`src/rtl/online_sd_adder.sv`:
```
// ============================================================================
//  Module   : online_sd_adder
//  Purpose  : MSD-first radix-2 signed-digit online adder/subtractor (delay 2)
//  Revision : 1.0
// ============================================================================
`default_nettype none

module online_sd_adder #(
   parameter int NDIGITS = 8
) (
   input  logic       clk,
   input  logic       rst_n,
   input  logic       start,
   input  logic       sub,
   input  logic       in_valid,
   input  logic [1:0] x,
   input  logic [1:0] y,
   output logic       busy,
   output logic       out_valid,
   output logic       zp,
   output logic       zn,
   output logic       out_first,
   output logic       out_last
);

   localparam int CNT_W = $clog2(NDIGITS + 1);
   localparam logic [CNT_W-1:0] CNT_ONE    = CNT_W'(1);
   localparam logic [CNT_W-1:0] LAST_DIGIT = CNT_W'(NDIGITS - 1);

   typedef enum logic [1:0] {
      IDLE  = 2'd0,
      RUN   = 2'd1,
      FLUSH = 2'd2
   } state_t;

   state_t            state;
   state_t            state_nxt;
   logic [CNT_W-1:0]  cnt;
   logic              sub_q;
   logic signed [2:0] g_q;
   logic              e_q;

   logic              accept;
   logic              step;
   logic [1:0]        y_eff;
   logic signed [2:0] dx;
   logic signed [2:0] dy;
   logic signed [2:0] a;
   logic              h;
   logic signed [2:0] g;
   logic signed [2:0] v;
   logic              t_neg;
   logic              e;
   logic              zp_d;
   logic              zn_d;

   assign accept = (state == RUN) && in_valid;
   assign step   = accept || (state == FLUSH);
   assign busy   = (state != IDLE);

   always_comb begin
      dx    = 3'sd0;
      dy    = 3'sd0;
      y_eff = sub_q ? {y[0], y[1]} : y;
      // Flush steps feed zero digits, so the decoders only look at RUN inputs.
      if (state == RUN) begin
         case (x)
            2'b10:   dx = 3'sd1;
            2'b01:   dx = 3'sb111;
            default: dx = 3'sd0;
         endcase
         case (y_eff)
            2'b10:   dy = 3'sd1;
            2'b01:   dy = 3'sb111;
            default: dy = 3'sd0;
         endcase
      end
      a     = dx + dy;
      h     = (a > 3'sd0);
      g     = h ? (a - 3'sd2) : a;
      v     = g_q + $signed({2'b00, h});
      t_neg = (v < 3'sd0);
      e     = (v == 3'sd1) || (v == 3'sb111);
      // z = e(previous position) + t(this position), always in {-1,0,+1}
      zp_d  = e_q & ~t_neg;
      zn_d  = ~e_q & t_neg;
   end

   always_comb begin
      state_nxt = state;
      case (state)
         IDLE:    if (start) state_nxt = RUN;
         RUN:     if (in_valid && (cnt == LAST_DIGIT)) state_nxt = FLUSH;
         FLUSH:   if (cnt == CNT_ONE) state_nxt = IDLE;
         default: state_nxt = IDLE;
      endcase
   end

   always_ff @(posedge clk or negedge rst_n) begin
      if (!rst_n) state <= IDLE;
      else        state <= state_nxt;
   end

   always_ff @(posedge clk or negedge rst_n) begin
      if (!rst_n) begin
         cnt       <= '0;
         sub_q     <= 1'b0;
         g_q       <= 3'sd0;
         e_q       <= 1'b0;
         out_valid <= 1'b0;
         zp        <= 1'b0;
         zn        <= 1'b0;
         out_first <= 1'b0;
         out_last  <= 1'b0;
      end else begin
         out_valid <= 1'b0;
         zp        <= 1'b0;
         zn        <= 1'b0;
         out_first <= 1'b0;
         out_last  <= 1'b0;
         if ((state == IDLE) && start) begin
            cnt   <= '0;
            sub_q <= sub;
            g_q   <= 3'sd0;
            e_q   <= 1'b0;
         end else if (step) begin
            g_q <= g;
            e_q <= e;
            if (state == RUN) cnt <= (cnt == LAST_DIGIT) ? '0 : cnt + CNT_ONE;
            else              cnt <= cnt + CNT_ONE;
            // Digit 1 only primes the transfer pipeline; every later step emits.
            if ((state == FLUSH) || (cnt != '0)) begin
               out_valid <= 1'b1;
               zp        <= zp_d;
               zn        <= zn_d;
            end
            out_first <= accept && (cnt == CNT_ONE);
            out_last  <= (state == FLUSH) && (cnt == CNT_ONE);
         end
      end
   end

endmodule

`default_nettype wire

```
`config.mk`:
```
export PLATFORM = sky130hd
export DESIGN_NAME = online_sd_adder
export DESIGN_NICKNAME = d
export VERILOG_FILES = /design/src/rtl/online_sd_adder.sv
export SDC_FILE = /design/constraint.sdc
export NUM_CORES = 1
export LEC_CHECK = 0
export BUFFER_PORTS_ARGS = -buffer_cell sky130_fd_sc_hd__buf_2
export CORE_MARGIN = 1
export CORE_UTILIZATION = 54
export CTS_CLUSTER_DIAMETER = 30
export DETAILED_ROUTE_END_ITERATION = 10
export PLACE_DENSITY = 0.84
export SLEW_MARGIN = 20
export SYNTH_ARGS = -nofsm -noshare
export SYNTH_HDL_FRONTEND = slang
export SYNTH_SLANG_ARGS = --single-unit
```
`constraint.sdc`:
```
create_clock -name clk -period 3.6 [get_ports clk]
set_clock_uncertainty 0.15 [all_clocks]
set_input_delay 0.18 -clock clk [delete_from_list [all_inputs] [get_ports clk]]
set_output_delay 0.18 -clock clk [all_outputs]
set_load 0.02 [all_outputs]
```
==> results by group, run 1 <==
Status
  • Status: finished, final reports clean

Die
  • Die Height: 44.3 um
  • Initial core utilization: around three fifths
  • DIE WIDTH: approximately 44 um
  • Top-Level Pins: 15
  • Die Footprint: ~0.0020 mm2
  • Core Box Area: 0.00159 mm2
  • Site Rows: 14

Job
  • Max Cap Viol: 0

STA
  • Slew @ Worst Pin: 0.341 ns
  • Max Freq: 0.337 GHz
  • Final setup fails: 0
  • Slew HR: between 70% and 80%
  • Fin crit share: ~82%
  • Final count of pins violating max slew: 0
  • Final count of hold timing violations: 0
  • Setup TNS: 0 ns
  • RSZ-0062 raised after global routing: no
  • Period minus WS final: slightly below 3 ns

Power
  • Static Leak: roughly 0.55 nW
  • Power share of the combinational group: roughly half
  • Peak supply drop: roughly 450 uV
  • Switching Fraction: between 40% and 50%
  • Sw power: 356 uW
  • Clock share of power: a little over an eighth
  • Total power: roughly 860 uW
  • Internal power: around 510 uW
  • Pwr/cell area: approximately 790 mW/mm2
  • Reg power frac: 37.5%

GRT
  • GR peak layer: met2
  • Tot GR Track Use: approximately 21%
  • Initial antenna violation count: 0
  • Met1 usage: between 20% and 30%
  • Total gr overflow: 0
  • Met3 usage: between 7 and 8%
  • M2 GR Usage: roughly a third
  • Largest net degree at the start of global routing: 17
  • Vias in the first global route: between 700 and 800
  • First-pass GRT wire length: a little under 3000 um

Logic synthesis
  • Gate Count Post-Synth: 97
  • Post-synth cell types: 36
  • Seq cells post-synth: 16
  • Post-synthesis average cell area: between 9 and 10 um2
  • Post-synthesis compound-gate area fraction: 14.4%
  • Synthesis Warnings: 0
  • Syn nets: 114
  • Largest family of logic cells by synthesized area: simple AND/OR/NAND/NOR gates
  • Xor and xnor area share after synthesis: roughly 2.7%
  • Synth Area in Simple Gates: ~22%
  • Sequential area share after synthesis: about 42%
  • Mux share of post-synthesis cell area: under 10%
  • Synth Area in Adders: 11.2%
  • Synthesized area: slightly below 0.001 mm2

Critical path
  • CP arrival: 3.00 ns
  • Critical path's slowest cell: fa_1
  • Crit-path cells: nand2b_1, nor2_1, ha_1, inv_1, fa_1, a21oi_1, ha_1, ha_1, xnor2_1, xor2_1, a32o_1
  • Worst-path fanout max: 12
  • Max incr delay on CP: 0.53 ns
  • CP most frequent cell: ha_1
  • WP buf/inv: 1
  • Reg2reg setup slack: 0.64 ns
  • Worst setup path class: reg -> reg
  • Setup crit start kind: flip-flop
  • Cell family with most CP delay: adder cells
  • Setup crit end kind: flip-flop
  • Data required, critical path: 3.63 ns

Placed design
  • DPL Wire Length: around 1300 um
  • IO Port Bufs: 14
  • Placer Congestion: 0.843

Routing
  • WL per Instance: 12.0 um
  • Routed Antenna Nets: 0
  • Drt first-iter violations: 16
  • Pre-Repair DR Iteration Count: 4
  • Vias per cell: between 5 and 6
  • Final WL: around 1700 um
  • Residual DRC: 0
  • DR vias: 729

Clocking
  • Clock sink count: 16
  • Clk buf depth: 2
  • Clock Root Buffer: clkbuf_4
  • Clock Pin Slew Worst Setup and Hold Paths: ~0.090 ns
  • TritonCTS clock tree: yes
  • Later-pin clock latency in the skew report: a little under 0.3 ns
  • Max H-tree Level: 1
  • Setup Buffers After CTS: 0
  • CTS buffer count: 3

Final layout
  • Fill cells: 126
  • Share of cells above drive strength 1: between 20% and 30%
  • Area grow syn2layout: 14.0%
  • Number of nets in the layout: 132
  • Antenna cells: 0

Worst hold path
  • Worst hold path class: in -> reg
==> cell families after synthesis <==
family / count (synthesis)
adders and majority gates: 8
and+or+nand+nor: 36
AOI/OAI and AO/OA: 22
muxes: 3
buffers and inverters: 9
xor gates and xnor gates: 3
DFF: 16
==> per-layer routing <==
layer  vias to the layer above  part of all wire [%]
li1                        373                     -
met1                       335                    44
met2                        18                    51
met3                         3                   4.2
met4                         0                  0.54
met5                         -                     0
==> metrics by stage <==
step                setup slack [ns]  util [%]  hold WS [ns]  cell area (um2)  cells
floorplan                      0.826         -        -0.266              965     97
global placement               0.789      65.5       -0.0424             1040    132
detailed placement             0.669      65.5       -0.0388             1040    132
CTS                            0.632      69.0       0.00826             1100    138
global route                   0.409      69.0       0.00673             1100    138
finish                         0.635      69.0        0.0148             1100    138
==> cell type report <==
cell class,count,area [um2],area share [%]
inverter,6,22.5,2.05
timing repair buffer,16,90.1,8.19
sequential,16,400,36.4
clock buffer,4,36.3,3.30
multi-input combinational,72,520,47.3
tap,24,30.0,2.73
==> synthesized netlist by cell type (all sizes together) <==
cell type | instances | area share [%]
dfrtp | 16 | 42
nand2 | 8 | 3.1
nor2 | 8 | 3.1
a21oi | 7 | 3.6
ha | 7 | 9.1
o21ai | 7 | 3.6
inv | 6 | 2.3
a211oi | 3 | 2.9
buf | 3 | 2.2
nand2b | 3 | 1.9
and2 | 2 | 1.3
and3 | 2 | 1.3
and3b | 2 | 1.8
mux2i | 2 | 2.1
nand3b | 2 | 2.9
nor3b | 2 | 1.6
or3b | 2 | 1.8
xnor2 | 2 | 1.8
a22o | 1 | 0.91
a311oi | 1 | 0.91
a31oi | 1 | 0.65
a32o | 1 | 1.0
and2b | 1 | 0.78
fa | 1 | 2.1
mux2 | 1 | 1.6
nand4 | 1 | 0.65
nor3 | 1 | 0.52
o21bai | 1 | 0.78
or2 | 1 | 0.65
or3 | 1 | 0.65
xor2 | 1 | 0.91
==> cell usage in the layout, fill, tap and decap left out, types with 2 or more instances in the layout <==
cell type and count:
dfrtp_1 16, and3b_1 2, and3_1 2, dlygate4sd3_1 2
mux2i_1 2, nand2b_1 3, and2_1 2, nor2_1 8
a211oi_1 2, o21ai_1 2, nor3b_1 2, buf_2 14
xnor2_1 2, ha_1 7, nand2_1 8, a21oi_1 7
inv_1 6, clkbuf_4 3, o21ai_0 5
==> state kept, by name, summed over array words and instances (netlist names) <==
| name | count |
|---|---|
| cnt | 4 |
| e_q | 1 |
| g_q | 3 |
| out_first | 1 |
| out_last | 1 |
| out_valid | 1 |
| state | 2 |
| sub_q | 1 |
| zn | 1 |
| zp | 1 |
==> worst paths after layout <==
| kind | cells after the start | end | from |
|---|---|---|---|
| setup / recovery | 11 | e_q | state[1] |
| hold / removal | 2 | state[0] | in_valid |
| setup reg to reg | 11 | e_q | state[1] |
| hold reg to reg | 1 | e_q | e_q |
| max in group asynchronous | 2 | out_first | rst_n |
| min in group asynchronous | 2 | g_q[2] | rst_n |
==> power groups by stage <==
stage / clock network (mW) / registers, mW / logic, mW
global placement: 0 / 0.322 / 0.402
detailed placement: 0 / 0.327 / 0.419
floorplan: 0 / 0.317 / 0.333
global route: 0.131 / 0.334 / 0.479
CTS: 0.123 / 0.323 / 0.424
finish: 0.119 / 0.324 / 0.421
==> what timing repair did <==
item	in CTS	in global routing
hold endpoints to repair	17	0
resized for setup	0	0
endpoints found under the setup margin	0	0
hold buffers	2	0
No activity file was read; power rests on OpenSTA's default activity.
==> run 2, diff against run 1 <==
--- a/config.mk
+++ b/config.mk
@@ -7,10 +7,10 @@
 export LEC_CHECK = 0
 export BUFFER_PORTS_ARGS = -buffer_cell sky130_fd_sc_hd__buf_2
 export CORE_MARGIN = 1
-export CORE_UTILIZATION = 54
+export CORE_UTILIZATION = 49
 export CTS_CLUSTER_DIAMETER = 30
 export DETAILED_ROUTE_END_ITERATION = 10
-export PLACE_DENSITY = 0.84
+export PLACE_DENSITY = 0.81
 export SLEW_MARGIN = 20
 export SYNTH_ARGS = -nofsm -noshare
 export SYNTH_HDL_FRONTEND = slang
==> constraint.sdc (replaced) <==
create_clock -name clk -period 2.6 [get_ports clk]
set_clock_uncertainty 0.15 [all_clocks]
set_input_delay 0.13 -clock clk [delete_from_list [all_inputs] [get_ports clk]]
set_output_delay 0.13 -clock clk [all_outputs]
set_load 0.02 [all_outputs]
==> run 2 against run 1 <==
Against the previous run:
- setup slack lost 0.65 ns
- sequential cell count is the same
- first-iteration DRC count shrank 63%
- the run now ends with negative setup slack left
- critical path depth is the same
- die area grew 9.7%
- final cell count grew 6.5%
- combinational power grew 86%
- largest power group unchanged
- critical path type unchanged
- sequential power grew 35%
- clock power grew 39%
- highest routed layer is now met3
- sequential share of layout area shrank 3.9 points
- wire length grew 15%
==> results by group, run 2 (synthesized netlist as in run 1, its figures left out) <==
Final layout
  • Area grow syn2layout: 27.8%
  • Antenna cells: 0 (unchanged)
  • Fill cells: 129 (+2.4%)
  • Number of nets in the layout: 140 (+6.1%)
  • Most frequent cells in the layout: 16 x dfrtp_1, 14 x buf_2, 8 x nand2_1
  • Biggest regs: cnt: 4 flops, g_q: 3 flops, state: 2 flops
  • Commonest non-fill, non-tap cell in the layout: dfrtp_1
  • Max reg flops: 4 (unchanged)
  • Post-route cell area: 0.00123 mm2 (+12%)
  • Area of the multi-input gates: 587 um2 (+13%)
  • Reg with most FFs: cnt
  • Register area: 400 um2 (unchanged)
  • Share of cells above drive strength 1: 31.1% (+11 points)

Critical path
  • Crit-path cells: buf_4, buf_4, nand3b_1, a21oi_4, fa_1, a21oi_2, ha_2, ha_4, xnor2_4, xor2_1, a32o_1
  • CP arrival: 2.65 ns (-0.35 ns)
  • Worst setup path class: reg -> reg
  • Max incr delay on CP: 0.60 ns (+0.07 ns)
  • Cell family with most CP delay: adder cells
  • Worst-path fanout max: 3 (-9)
  • Setup crit end kind: flip-flop
  • CP most frequent cell: buf_4
  • Data required, critical path: 2.63 ns (-1.00 ns)
  • Critical path's slowest cell: fa_1
  • Setup crit start kind: flip-flop
  • WP buf/inv: 2 (+1)

Placed design
  • Placed Instance Area: 0.00111 mm2 (+6.4%)
  • Placer Congestion: 0.801 (-5.0%)
  • IO Port Bufs: 14 (unchanged)
  • DPL Wire Length: 1460 um (+14%)

Routing
  • Final WL: 1900 um (+15%)
  • WL per Instance: 12.9 um (+7.6%)
  • Routed Antenna Nets: 0 (unchanged)
  • Pre-Repair DR Iteration Count: 3 (-1)
  • Vias per cell: 5.23 (-0.97%)
  • DR vias: 769 (+5.5%)
  • Drt first-iter violations: 6 (-10)
  • Residual DRC: 0 (unchanged)

Die
  • Site Rows: 15 (+1)
  • Die Footprint: 0.00215 mm2 (+9.7%)
  • Top-Level Pins: 15 (unchanged)
  • Initial core utilization: 54.1% (-6.4 points)
  • Die Height: 46.4 um (+4.8%)
  • DIE WIDTH: 46.4 um (+4.8%)
  • Core Box Area: 0.00178 mm2 (+12%)

GRT
  • Largest net degree at the start of global routing: 17 (unchanged)
  • Tot GR Track Use: 21.6% (+0.98 points)
  • Vias in the first global route: 792 (+10%)
  • Total gr overflow: 0 (unchanged)
  • Initial antenna violation count: 0 (unchanged)
  • First-pass GRT wire length: 3310 um (+12%)

STA
  • Max Freq: 0.382 GHz (+13%)
  • Slew @ Worst Pin: 0.361 ns (+0.0206 ns)
  • Final setup fails: 1 (+1)
  • Post-route setup slack: -0.0153 ns (-0.650 ns)
  • Final count of pins violating max slew: 0 (unchanged)
  • RSZ-0062 raised after global routing: yes
  • Final count of hold timing violations: 0 (unchanged)
  • Slew HR: 75.9% (-1.4 points)
  • Period minus WS final: 2.62 ns (-0.350 ns)
  • Min Hold Slack: 0.116 ns (+0.101 ns)
  • Fin crit share: 101% (+18 points)

Power
  • Sw power: 564 uW (+58%)
  • Power share of the combinational group: 56.4% (+7.7 points)
  • Peak supply drop: 601 uV (+35%)
  • Internal power: 823 uW (+62%)
  • Switching Fraction: 40.7% (-0.57 points)
  • Pwr/cell area: 1130 mW/mm2 (+43%)
  • Static Leak: 0.594 nW (+7.4%)
  • Clock share of power: 12.0% (-1.7 points)
  • Reg power frac: 31.6% (-5.9 points)

Clocking
  • Clk buf depth: 2 (unchanged)
  • Clock Pin Slew Worst Setup and Hold Paths: 0.10 ns (about the same)
  • Later-pin clock latency in the skew report: 0.29 ns (about the same)
  • TritonCTS clock tree: yes
  • CTS buffer count: 3 (unchanged)
  • Max H-tree Level: 1 (unchanged)
  • Clock sink count: 16 (unchanged)
  • Clock Root Buffer: clkbuf_4

Job
  • Max Cap Viol: 0 (unchanged)

Worst hold path
  • Worst hold path class: in -> async

Status
  • Status: finished, violations left
  • Failing checks: negative setup slack
run 2: area by class of cell:
| class | count | share of cell area, % |
|---|---|---|
| multi-input cells | 72 | 47.6 |
| repair buffers | 24 | 12.6 |
| inverters | 6 | 1.83 |
| clock buffers | 4 | 2.94 |
| well taps | 25 | 2.54 |
| flip-flops and latches | 16 | 32.5 |
run 2: through the flow:
step	cells	TNS [ns]	utilization, %	power [mW]	setup slack [ns]
6_report	147	-0.0153	69.1	1.39	-0.0153
5_1_grt	147	-0.0920	69.1	1.50	-0.0920
4_1_cts	147	0	68.1	1.36	0.00126
3_5_place_dp	137	-0.126	62.2	1.14	-0.120
3_3_place_gp	137	-0.0333	62.2	1.09	-0.0333
2_1_floorplan	97	-0.101	-	0.950	-0.101
run 2: power by group through the flow:
stage | clock network (mW) | logic, mW | registers, mW
4_1_cts | 0.168 | 0.761 | 0.433
5_1_grt | 0.180 | 0.868 | 0.456
3_3_place_gp | 0 | 0.663 | 0.430
3_5_place_dp | 0 | 0.703 | 0.438
2_1_floorplan | 0 | 0.505 | 0.445
6_report | 0.166 | 0.783 | 0.438
run 2: layer usage:
metal / vias to the layer above / global-route usage [%] / share of wire, %
met4: 0 / 2.94 / 0
li1: 391 / - / -
met2: 10 / 39.4 / 54
met5: - / 0 / 0
met3: 0 / 6.67 / 3.2
met1: 368 / 24.9 / 43
run 2: path summary, 6_finish.rpt:
check,depth (start not counted),slack (ns),to,from
max in group asynchronous,2,1.92,cnt[0],rst_n
hold / removal,2,0.12,zn,rst_n
setup reg to reg,11,-0.02,e_q,sub_q
min in group clk,4,0.15,cnt[3],start
hold reg to reg,1,0.39,e_q,e_q
setup / recovery,11,-0.02,e_q,sub_q
run 2: what timing repair did:
action | CTS | global route
hold endpoints to repair | 19 | 0
setup buffers | 2 | 0
gates cloned | 0 | 0
endpoints found under the setup margin | 2 | 1
pin swaps | 5 | 0
hold buffers | 4 | 0
resized for setup | 4 | 2
==> run 3, diff against run 2 <==
==> constraint.sdc (replaced) <==
create_clock -name clk -period 2.6 [get_ports clk]
set_clock_uncertainty 0.15 [all_clocks]
set_input_delay 0.52 -clock clk [delete_from_list [all_inputs] [get_ports clk]]
set_output_delay 0.52 -clock clk [all_outputs]
set_load 0.02 [all_outputs]
==> run 3 against run 2 <==
Against the previous run:
- the flow now finishes without violations
- setup slack better by 0.061 ns
- global-route usage down 0.56 points
- die area unchanged
- sequential share of layout area down 0.65 points
- worst hold slack better by 0.18 ns
- combinational power up 4.5%
- maximum frequency up 2.4%
- clock-buffer cell count unchanged
- sequential cell count unchanged
- via count up 3.1%
- total power up 2.2%
- critical endpoint unchanged
- highest routed layer is now met4
==> results by group, run 3 (synthesized netlist as in run 1, its figures left out) <==
Routing
  • WL per Instance: 13.1 um (+1.5%)
  • Final WL: 1930 um (+1.5%)
  • Residual DRC: 0 (unchanged)
  • Drt first-iter violations: 17 (+11)
  • Vias per cell: 5.39 (+3.1%)
  • Routed Antenna Nets: 0 (unchanged)
  • Pre-Repair DR Iteration Count: 4 (+1)
  • DR vias: 793 (+3.1%)

Final layout
  • Reg with most FFs: cnt
  • Max reg flops: 4 (unchanged)
  • Biggest regs: cnt: 4 flops, g_q: 3 flops, state: 2 flops
  • Fill cells: 124 (-3.9%)
  • Antenna cells: 0 (unchanged)
  • Post-route cell area: 0.00126 mm2 (+2.0%)
  • Util after Layout: 70.5% (+1.4 points)
  • Commonest non-fill, non-tap cell in the layout: dfrtp_1
  • Share of cells above drive strength 1: 36.1% (+4.9 points)
  • Most frequent cells in the layout: 16 x dfrtp_1, 13 x buf_2, 9 x buf_4, 8 x nand2_1, 6 x nor2_1
  • Area grow syn2layout: 30.4%
  • Number of nets in the layout: 140 (unchanged)

GRT
  • Initial antenna violation count: 0 (unchanged)
  • Tot GR Track Use: 21.1% (-0.56 points)
  • Total gr overflow: 0 (unchanged)
  • First-pass GRT wire length: 3140 um (-5.0%)
  • Vias in the first global route: 748 (-5.6%)
  • Largest net degree at the start of global routing: 17 (unchanged)

STA
  • Slew HR: 76.6% (+0.64 points)
  • Final count of hold timing violations: 0 (unchanged)
  • Slew @ Worst Pin: 0.352 ns (-0.00965 ns)
  • Final count of pins violating max slew: 0 (unchanged)
  • Period minus WS final: 2.55 ns (-0.0607 ns)
  • Max Freq: 0.391 GHz (+2.4%)
  • Final setup fails: 0 (-1)
  • Fin crit share: 98.3% (-2.3 points)
  • RSZ-0062 raised after global routing: yes

Critical path
  • Setup crit start kind: flip-flop
  • Max incr delay on CP: 0.53 ns (-0.07 ns)
  • Worst-path fanout max: 3 (unchanged)
  • Worst setup path class: reg -> reg
  • CP arrival: 2.59 ns (-0.06 ns)
  • Crit-path cells: nand2b_4, nor2_4, ha_4, inv_2, fa_1, a21oi_2, ha_2, ha_4, xnor2_2, xor2_1, a32o_1
  • Data required, critical path: 2.63 ns (about the same)
  • CP most frequent cell: ha_4
  • Critical path's slowest cell: fa_1
  • Setup crit end kind: flip-flop

Power
  • Peak supply drop: 691 uV (+15%)
  • Pwr/cell area: 1130 mW/mm2 (+0.13%)
  • Static Leak: 0.604 nW (+1.7%)

Worst hold path
  • Worst hold path class: in -> reg

Clocking
  • Clk buf depth: 2 (unchanged)
  • Clock sink count: 16 (unchanged)
  • Clock Pin Slew Worst Setup and Hold Paths: 0.09 ns (about the same)
  • CTS buffer count: 3 (unchanged)
  • Later-pin clock latency in the skew report: 0.29 ns (about the same)
  • Clock Root Buffer: clkbuf_4
  • Max H-tree Level: 1 (unchanged)
  • TritonCTS clock tree: yes

Die
  • Core Box Area: 0.00178 mm2 (unchanged)
  • Initial core utilization: 54.1% (unchanged)
  • Die Height: 46.4 um (unchanged)
  • Die Footprint: 0.00215 mm2 (unchanged)
  • Top-Level Pins: 15 (unchanged)
  • Site Rows: 15 (unchanged)
  • DIE WIDTH: 46.4 um (unchanged)

Placed design
  • IO Port Bufs: 14 (unchanged)
  • Placer Congestion: 0.855 (+6.8%)
  • DPL Wire Length: 1440 um (-1.2%)
  • Placed Instance Area: 0.00116 mm2 (+4.6%)

Job
  • Max Cap Viol: 0 (unchanged)

Status
  • Status: finished, final reports clean
[run 3: final timing paths]
check,depth (start not counted),slack [ns],start,to
min in group asynchronous,2,0.51,rst_n,g_q[2]
min reg2reg,1,0.37,e_q,e_q
max reg2reg,11,0.05,state[1],e_q
max in group asynchronous,2,1.52,rst_n,cnt[1]
max,11,0.05,state[1],e_q
min,2,0.30,sub,sub_q
[run 3: routing by layer]
metal	GRT usage, %	share of wire [%]	routed length [um]	vias to the layer above
met3	5.88	2.8	55	6
met1	25.1	45	877	380
met2	35.8	50	968	14
li1	-	-	-	393
met5	0	0	0	-
met4	7.06	1.6	31	0
[run 3: repair_timing]
item / 4_1_cts / 5_1_grt
endpoints found under the setup margin: 2 / 2
cloned: 0 / 0
buffers inserted: 0 / 1
hold buffers: 1 / 0
pin swaps: 5 / 3
hold endpoints to repair: 16 / 0
resized for setup: 5 / 4
[run 3: layout make-up]
type / instances / area, um2 / area share (%)
Timing Repair Buffer: 24 / 154 / 12.2
Clock buffer: 4 / 36.3 / 2.89
Sequential cell: 16 / 400 / 31.8
Tap cell: 25 / 31.3 / 2.49
Multi-Input combinational cell: 72 / 601 / 47.8
Inverter: 6 / 35.0 / 2.79
[run 3: worst max-delay path, delay by kind of cell, from the launching register on]
kind	cells	cell delay, ns
flip-flops	1	0.41
AND/OR/NAND/NOR	2	0.29
AO/OA/AOI/OAI	2	0.28
adder cells (fa/ha/maj)	4	1.01
buffers and inverters	1	0.03
XOR/XNOR	2	0.28
[run 3: power by group]
group	switching [mW]	internal, mW
Clock	0.0792	0.0854
Sequential	0.0907	0.344
Combinational	0.404	0.414
Total	0.574	0.844
[run 3: stage by stage]
step	hold slack, ns	instances	worst slack (ns)	power, mW	TNS (ns)
3_3_place_gp	0.293	141	-0.388	1.14	-0.995
5_1_grt	0.299	147	-0.0266	1.54	-0.0359
6_report	0.297	147	0.0453	1.42	0
3_5_place_dp	0.294	141	-0.414	1.18	-1.09
2_1_floorplan	0.0744	97	-0.212	0.944	-0.264
4_1_cts	0.298	146	0.00551	1.38	0
